<file path="config.mk">
export PLATFORM = sky130hd
export DESIGN_NAME = forward_kin
export DESIGN_NICKNAME = d
export VERILOG_FILES = /design/src/rtl/forward_kin.sv
export SDC_FILE = /design/constraint.sdc
export NUM_CORES = 2
export LEC_CHECK = 0
export CORE_ASPECT_RATIO = 0.5
export CORE_MARGIN = 8
export CORE_UTILIZATION = 30
export DETAILED_ROUTE_END_ITERATION = 16
export PLACE_DENSITY_LB_ADDON = 0.08
export SLEW_MARGIN = 20
export SYNTH_ARGS = -nofsm -noshare
export SYNTH_HDL_FRONTEND = slang
export SYNTH_SLANG_ARGS = --single-unit
</file>
<file path="constraint.sdc">
create_clock -name clk -period 8.1 [get_ports clk]
set_input_delay 2.43 -clock clk [delete_from_list [all_inputs] [get_ports clk]]
set_output_delay 2.43 -clock clk [all_outputs]
set_load 0.01 [all_outputs]
</file>
<file path="src/rtl/forward_kin.sv">
// Forward-kinematics solver for a two-link planar arm.
// Computes the tool tip x = L1*cos(t1) + L2*cos(t1+t2) and y = L1*sin(t1) + L2*sin(t1+t2)
// with one sequential 16-iteration CORDIC rotator that is reused for both links.
// Ports:
//   clk, rst     rising-edge clock, synchronous active-high reset
//   start        solve request, sampled only while idle
//   xita1, xita2 joint angles, signed Q16.16 rad
//   busy         high while a solve is in flight
//   valid        one-cycle pulse when x/y are updated
//   x, y         tip position, signed Q16.16 cm, held until the next result
module forward_kin #(
    parameter logic [31:0] L1 = 32'h0007_6666,
    parameter logic [31:0] L2 = 32'h0012_0000
) (
    input  logic        clk,
    input  logic        rst,
    input  logic        start,
    input  logic [31:0] xita1,
    input  logic [31:0] xita2,
    output logic        busy,
    output logic        valid,
    output logic [31:0] x,
    output logic [31:0] y
);

    localparam int unsigned DW   = 34;
    localparam int unsigned IW   = 4;
    localparam int unsigned ITER = 16;

    localparam logic [2:0] S_IDLE  = 3'd0;
    localparam logic [2:0] S_LOAD1 = 3'd1;
    localparam logic [2:0] S_ROT1  = 3'd2;
    localparam logic [2:0] S_LOAD2 = 3'd3;
    localparam logic [2:0] S_ROT2  = 3'd4;
    localparam logic [2:0] S_OUT   = 3'd5;

    localparam logic [31:0] K_GAIN = 32'h0000_9B75;

    // Link lengths pre-scaled by the inverse CORDIC gain, folded at elaboration.
    localparam logic [63:0]          LK1_P = (64'(L1) * 64'(K_GAIN)) >> 16;
    localparam logic [63:0]          LK2_P = (64'(L2) * 64'(K_GAIN)) >> 16;
    localparam logic signed [DW-1:0] LK1   = $signed(DW'(LK1_P));
    localparam logic signed [DW-1:0] LK2   = $signed(DW'(LK2_P));

    localparam logic signed [DW-1:0] PI      = $signed(DW'(32'h0003_243F));
    localparam logic signed [DW-1:0] TWO_PI  = $signed(DW'(32'h0006_487F));
    localparam logic signed [DW-1:0] HALF_PI = $signed(DW'(32'h0001_921F));

    // atan(2^-i) in Q16.16
    function automatic logic signed [DW-1:0] atan_lut(input logic [IW-1:0] i);
        atan_lut = '0;
        case (i)
            4'd0:  atan_lut = $signed(DW'(51472));
            4'd1:  atan_lut = $signed(DW'(30386));
            4'd2:  atan_lut = $signed(DW'(16055));
            4'd3:  atan_lut = $signed(DW'(8150));
            4'd4:  atan_lut = $signed(DW'(4091));
            4'd5:  atan_lut = $signed(DW'(2047));
            4'd6:  atan_lut = $signed(DW'(1024));
            4'd7:  atan_lut = $signed(DW'(512));
            4'd8:  atan_lut = $signed(DW'(256));
            4'd9:  atan_lut = $signed(DW'(128));
            4'd10: atan_lut = $signed(DW'(64));
            4'd11: atan_lut = $signed(DW'(32));
            4'd12: atan_lut = $signed(DW'(16));
            4'd13: atan_lut = $signed(DW'(8));
            4'd14: atan_lut = $signed(DW'(4));
            4'd15: atan_lut = $signed(DW'(2));
        endcase
    endfunction

    logic [2:0]           state;
    logic [2:0]           state_nxt;
    logic [IW-1:0]        iter;
    logic signed [31:0]   ang1;
    logic signed [31:0]   ang2;
    logic signed [DW-1:0] xr;
    logic signed [DW-1:0] yr;
    logic signed [DW-1:0] zr;
    logic signed [DW-1:0] x1;
    logic signed [DW-1:0] y1;

    logic signed [DW-1:0] ang_sum;
    logic signed [DW-1:0] ang_sel;
    logic signed [DW-1:0] lk_sel;
    logic signed [DW-1:0] seed_x;
    logic signed [DW-1:0] seed_y;
    logic signed [DW-1:0] seed_z;
    logic signed [DW-1:0] rot_x;
    logic signed [DW-1:0] rot_y;
    logic signed [DW-1:0] rot_z;
    logic signed [DW-1:0] x_sh;
    logic signed [DW-1:0] y_sh;
    logic signed [DW-1:0] at_i;

    // State register
    always_ff @(posedge clk) begin
        if (rst) begin
            state <= S_IDLE;
        end else begin
            state <= state_nxt;
        end
    end

    // Next-state logic
    always_comb begin
        state_nxt = state;
        case (state)
            S_IDLE:  if (start) state_nxt = S_LOAD1;
            S_LOAD1: state_nxt = S_ROT1;
            S_ROT1:  if (iter == IW'(ITER - 1)) state_nxt = S_LOAD2;
            S_LOAD2: state_nxt = S_ROT2;
            S_ROT2:  if (iter == IW'(ITER - 1)) state_nxt = S_OUT;
            S_OUT:   state_nxt = S_IDLE;
            default: state_nxt = S_IDLE;
        endcase
    end

    // Seed selection: link-2 angle is wrapped, then both are folded into [-pi/2, pi/2]
    always_comb begin
        ang_sum = $signed({{2{ang1[31]}}, ang1}) + $signed({{2{ang2[31]}}, ang2});
        if (ang_sum > PI) begin
            ang_sum = ang_sum - TWO_PI;
        end else if (ang_sum < -PI) begin
            ang_sum = ang_sum + TWO_PI;
        end
        ang_sel = (state == S_LOAD1) ? $signed({{2{ang1[31]}}, ang1}) : ang_sum;
        lk_sel  = (state == S_LOAD1) ? LK1 : LK2;
        seed_x  = lk_sel;
        seed_y  = '0;
        seed_z  = ang_sel;
        if (ang_sel > HALF_PI) begin
            seed_x = '0;
            seed_y = lk_sel;
            seed_z = ang_sel - HALF_PI;
        end else if (ang_sel < -HALF_PI) begin
            seed_x = '0;
            seed_y = -lk_sel;
            seed_z = ang_sel + HALF_PI;
        end
    end

    // One CORDIC micro-rotation; direction follows the sign of the residual angle
    always_comb begin
        x_sh = xr >>> iter;
        y_sh = yr >>> iter;
        at_i = atan_lut(iter);
        if (!zr[DW-1]) begin
            rot_x = xr - y_sh;
            rot_y = yr + x_sh;
            rot_z = zr - at_i;
        end else begin
            rot_x = xr + y_sh;
            rot_y = yr - x_sh;
            rot_z = zr + at_i;
        end
    end

    // Datapath and registered outputs
    always_ff @(posedge clk) begin
        if (rst) begin
            iter  <= '0;
            ang1  <= '0;
            ang2  <= '0;
            xr    <= '0;
            yr    <= '0;
            zr    <= '0;
            x1    <= '0;
            y1    <= '0;
            x     <= '0;
            y     <= '0;
            busy  <= 1'b0;
            valid <= 1'b0;
        end else begin
            busy  <= (state_nxt != S_IDLE);
            valid <= (state == S_OUT);
            case (state)
                S_IDLE: begin
                    if (start) begin
                        ang1 <= xita1;
                        ang2 <= xita2;
                    end
                end
                S_LOAD1: begin
                    xr   <= seed_x;
                    yr   <= seed_y;
                    zr   <= seed_z;
                    iter <= '0;
                end
                S_LOAD2: begin
                    x1   <= xr;
                    y1   <= yr;
                    xr   <= seed_x;
                    yr   <= seed_y;
                    zr   <= seed_z;
                    iter <= '0;
                end
                S_ROT1, S_ROT2: begin
                    xr   <= rot_x;
                    yr   <= rot_y;
                    zr   <= rot_z;
                    iter <= iter + IW'(1);
                end
                S_OUT: begin
                    x <= 32'(x1 + xr);
                    y <= 32'(y1 + yr);
                end
                default: ;
            endcase
        end
    end

endmodule
</file>
==> impl_metrics.ini <==
[status]
status = completed

[place]
gp_congestion = 0.899
dp_hpwl_um = 76600
port_buffers = 132

[yosys]
synth-seq-cells = 319
avgSynthCellArea_um2 = 7.41
synth_cell_types = 113
syn_inst = 3919
synth-main-ff-cell = dfxtp_1
yosysWarningCount = 0
syn-num-nets = 4202
ys_seq_area_share_pct = 22.0
syn-cell-area_um2 = 29000
synth-edff-count = 0
async_flop_share_pct = 0

[global_routing]
antenna_found_initial = 2
track_usage_pct = 17.9
grt_pass1_vias = 27395
grt_overflow = 0
grt_pass1_wl_um = 159000
grt_max_degree = 178

[routing]
vias = 28455
drc = 0
wl_per_cell_um = 19.5
ant_nets = 0
detail_route.iter0.violations = 1932
drt_pass1_iterations = 5
via_per_inst = 5.45
drt-total-wl_um = 102000

[die]
io_pins = 133
die_h_um = 236
coreArea_um2 = 95600
rows = 80
start_util_pct = 30.4
die_x_um = 456
die_area_um2 = 108000

[finish]
drive_above_1_share_pct = 7.24
final_nets = 4209
area_growth_pct = 13.2

[clock_tree]
cts_buffers = 37
cts_tree = yes
cts_buffer_depth = 3
cts_setup_buffers = 0
path_clk_slew_ns = 0.06
h-tree-depth = 2
postCtsHoldBufs = 0
clk_latency_ns = 0.60
cts.repair.resized = 0
cts-root-buf = clkbuf_16
clock_sinks = 319

[power_and_ir_drop]
p_int_mw = 5.08
swShare_pct = 46.2
power_switching_mw = 4.36
cellPowerDensity_nw_per_um2 = 288
comb_power_share_pct = 59.7
vdd_ir_drop_max_mv = 0.139
pwr-share-seq_pct = 21.4
leakage_nw = 12.6
finalPower_mw = 9.44
pwr-share-clk_pct = 18.8

[timing]
fin_setup_tns_ns = 0
hold_viol = 0
min_period_over_period_pct = 94.6
rsz0062_at_grt = false
max_freq_mhz = 131
setup_violations = 0
fin_crit_ns = 7.66
slew-limit-headroom_pct = 30.1
final-max-slew-violation-count = 0
finClkSkew_ns = 0.0261
worstMarginPinSlew_ns = 1.02

[setup_path]
cpMaxStageDelayCell = or4_1
crit_type = register to register
cp.required_ns = 8.56
critPathLaunch = ang1[15]
crit_path_start_kind = register
cp-end-kind = register
crit_arrival_ns = 8.13
critPathMaxStageDelay_ns = 0.73
worst_r2r_startpoint = ang1[15]
worstPathMaxFanout = 39

[job]
maxCapViolations = 0

[worst_hold_path]
hold_class = register to register
hp-start = y[12]
power groups by stage:
stage / Clock (mW) / Combinational (mW) / Sequential [mW]
after global routing: 1.92 / 6.24 / 2.05
after detailed placement: 0 / 5.57 / 2.06
after CTS: 1.86 / 5.62 / 2.02
after global placement: 0 / 5.60 / 2.06
after floorplan: 0 / 4.31 / 1.90
final: 1.78 / 5.64 / 2.02
synthesized netlist by cell type (24+ instances only):
library cell | n | share of area, %
nand4_1 | 24 | 0.52
o21a_1 | 35 | 0.91
nor2_1 | 269 | 3.5
a21o_1 | 50 | 1.3
and2_1 | 47 | 1.0
xor2_1 | 89 | 2.7
o211ai_1 | 27 | 0.70
nor2b_1 | 34 | 0.73
nand2_1 | 650 | 8.4
clkbuf_1 | 177 | 2.3
nand3_1 | 116 | 2.0
mux4_2 | 43 | 3.3
inv_1 | 94 | 1.2
o21ai_0 | 159 | 2.7
and3_1 | 52 | 1.1
xnor2_1 | 175 | 5.3
a22oi_1 | 26 | 0.67
or2_2 | 32 | 0.69
or3_1 | 34 | 0.73
mux2i_1 | 55 | 1.9
ha_1 | 210 | 9.1
a31oi_1 | 81 | 1.7
a21oi_1 | 470 | 8.1
a211oi_1 | 61 | 1.6
buf_1 | 29 | 0.38
nand2b_1 | 39 | 0.84
dfxtp_1 | 319 | 22
nor3_1 | 113 | 1.9
final timing paths:
check             depth (start not counted)  slack, ns    end
setup / recovery                         25       0.44  zr[4]
hold / removal                            2       0.45  y[12]
setup reg to reg                         25       0.44  zr[4]
hold reg to reg                           2       0.45  y[12]
cell families (layout without fill, tap and decap cells):
kind of cell	count (synthesis)	after routing	share of synthesized area [%]
fa+ha+maj	216	216	9.47
simple gates	1506	1506	24.2
xor+xnor	265	265	8.02
flops	319	319	22.0
mux	116	116	5.95
compound gates	1174	1174	26.0
other cells	0	1	0
buf+inv	323	356	4.35
flip-flops by register name, indices dropped and copies added, names as in the netlist, 3 cells and up:
| signal | flops |
|---|---|
| yr | 34 |
| zr | 34 |
| state | 3 |
| y1 | 32 |
| ang1 | 32 |
| at_i | 16 |
| ang2 | 32 |
| x1 | 32 |
| xr | 34 |
| x | 32 |
| iter | 4 |
| y | 32 |
cell usage in the layout, fill, tap and decap left out, types with 38 or more instances in the layout:
cell type        count
ha_1               210
clkdlybuf4s50_1    131
nand3_1            116
xnor2_1            175
inv_1               94
and3_1              52
buf_4               59
and2_1              44
a21o_1              50
xor2_1              89
nand2_1            647
mux2i_1             55
dfxtp_1            314
nor3_1             113
a21oi_1            470
a211oi_1            61
mux4_2              43
a31oi_1             81
nand2b_1            38
nor2_1             265
o21ai_0            159
per-stage QoR:
step / hold slack [ns] / area [um2] / utilization (%) / setup WS (ns) / std cells
finish: 0.449 / 32800 / 34.4 / 0.439 / 5224
global route: 0.470 / 32800 / 34.4 / 0.0386 / 5223
CTS: 0.452 / 32800 / 34.3 / 0.537 / 5223
detailed placement: 0.443 / 31600 / 33.1 / 0.600 / 5158
global placement: 0.441 / 31600 / 33.1 / 0.719 / 5158
floorplan: 0.440 / 29000 / - / 1.11 / 3919
routing by layer:
metal  routed length [um]  part of all wire (%)  GRT usage [%]
met1                51400                    51           25.3
met2                44900                    44           29.1
met3                 3400                   3.3           2.22
met4                 2000                   2.0           4.04
met5                    0                     0              0
area by class of cell:
type | count | area (um2)
clock buffers | 53 | 1090
inverters | 98 | 368
multi-input cells | 3277 | 21400
clock inverters | 12 | 151
fillers | 10234 | 62700
diodes | 1 | 2.50
well taps | 1271 | 1590
repair buffers | 193 | 1810
flip-flops and latches | 319 | 6400
critical path: cells and delay by family, from the launching register on:
kind / cells / cell delay, ns
compound gates: 10 / 2.86
buf+inv: 4 / 0.69
simple gates: 7 / 2.64
xor+xnor: 2 / 0.32
flops: 1 / 0.35
fa+ha+maj: 2 / 0.68
(Power assumes the default switching activity.)
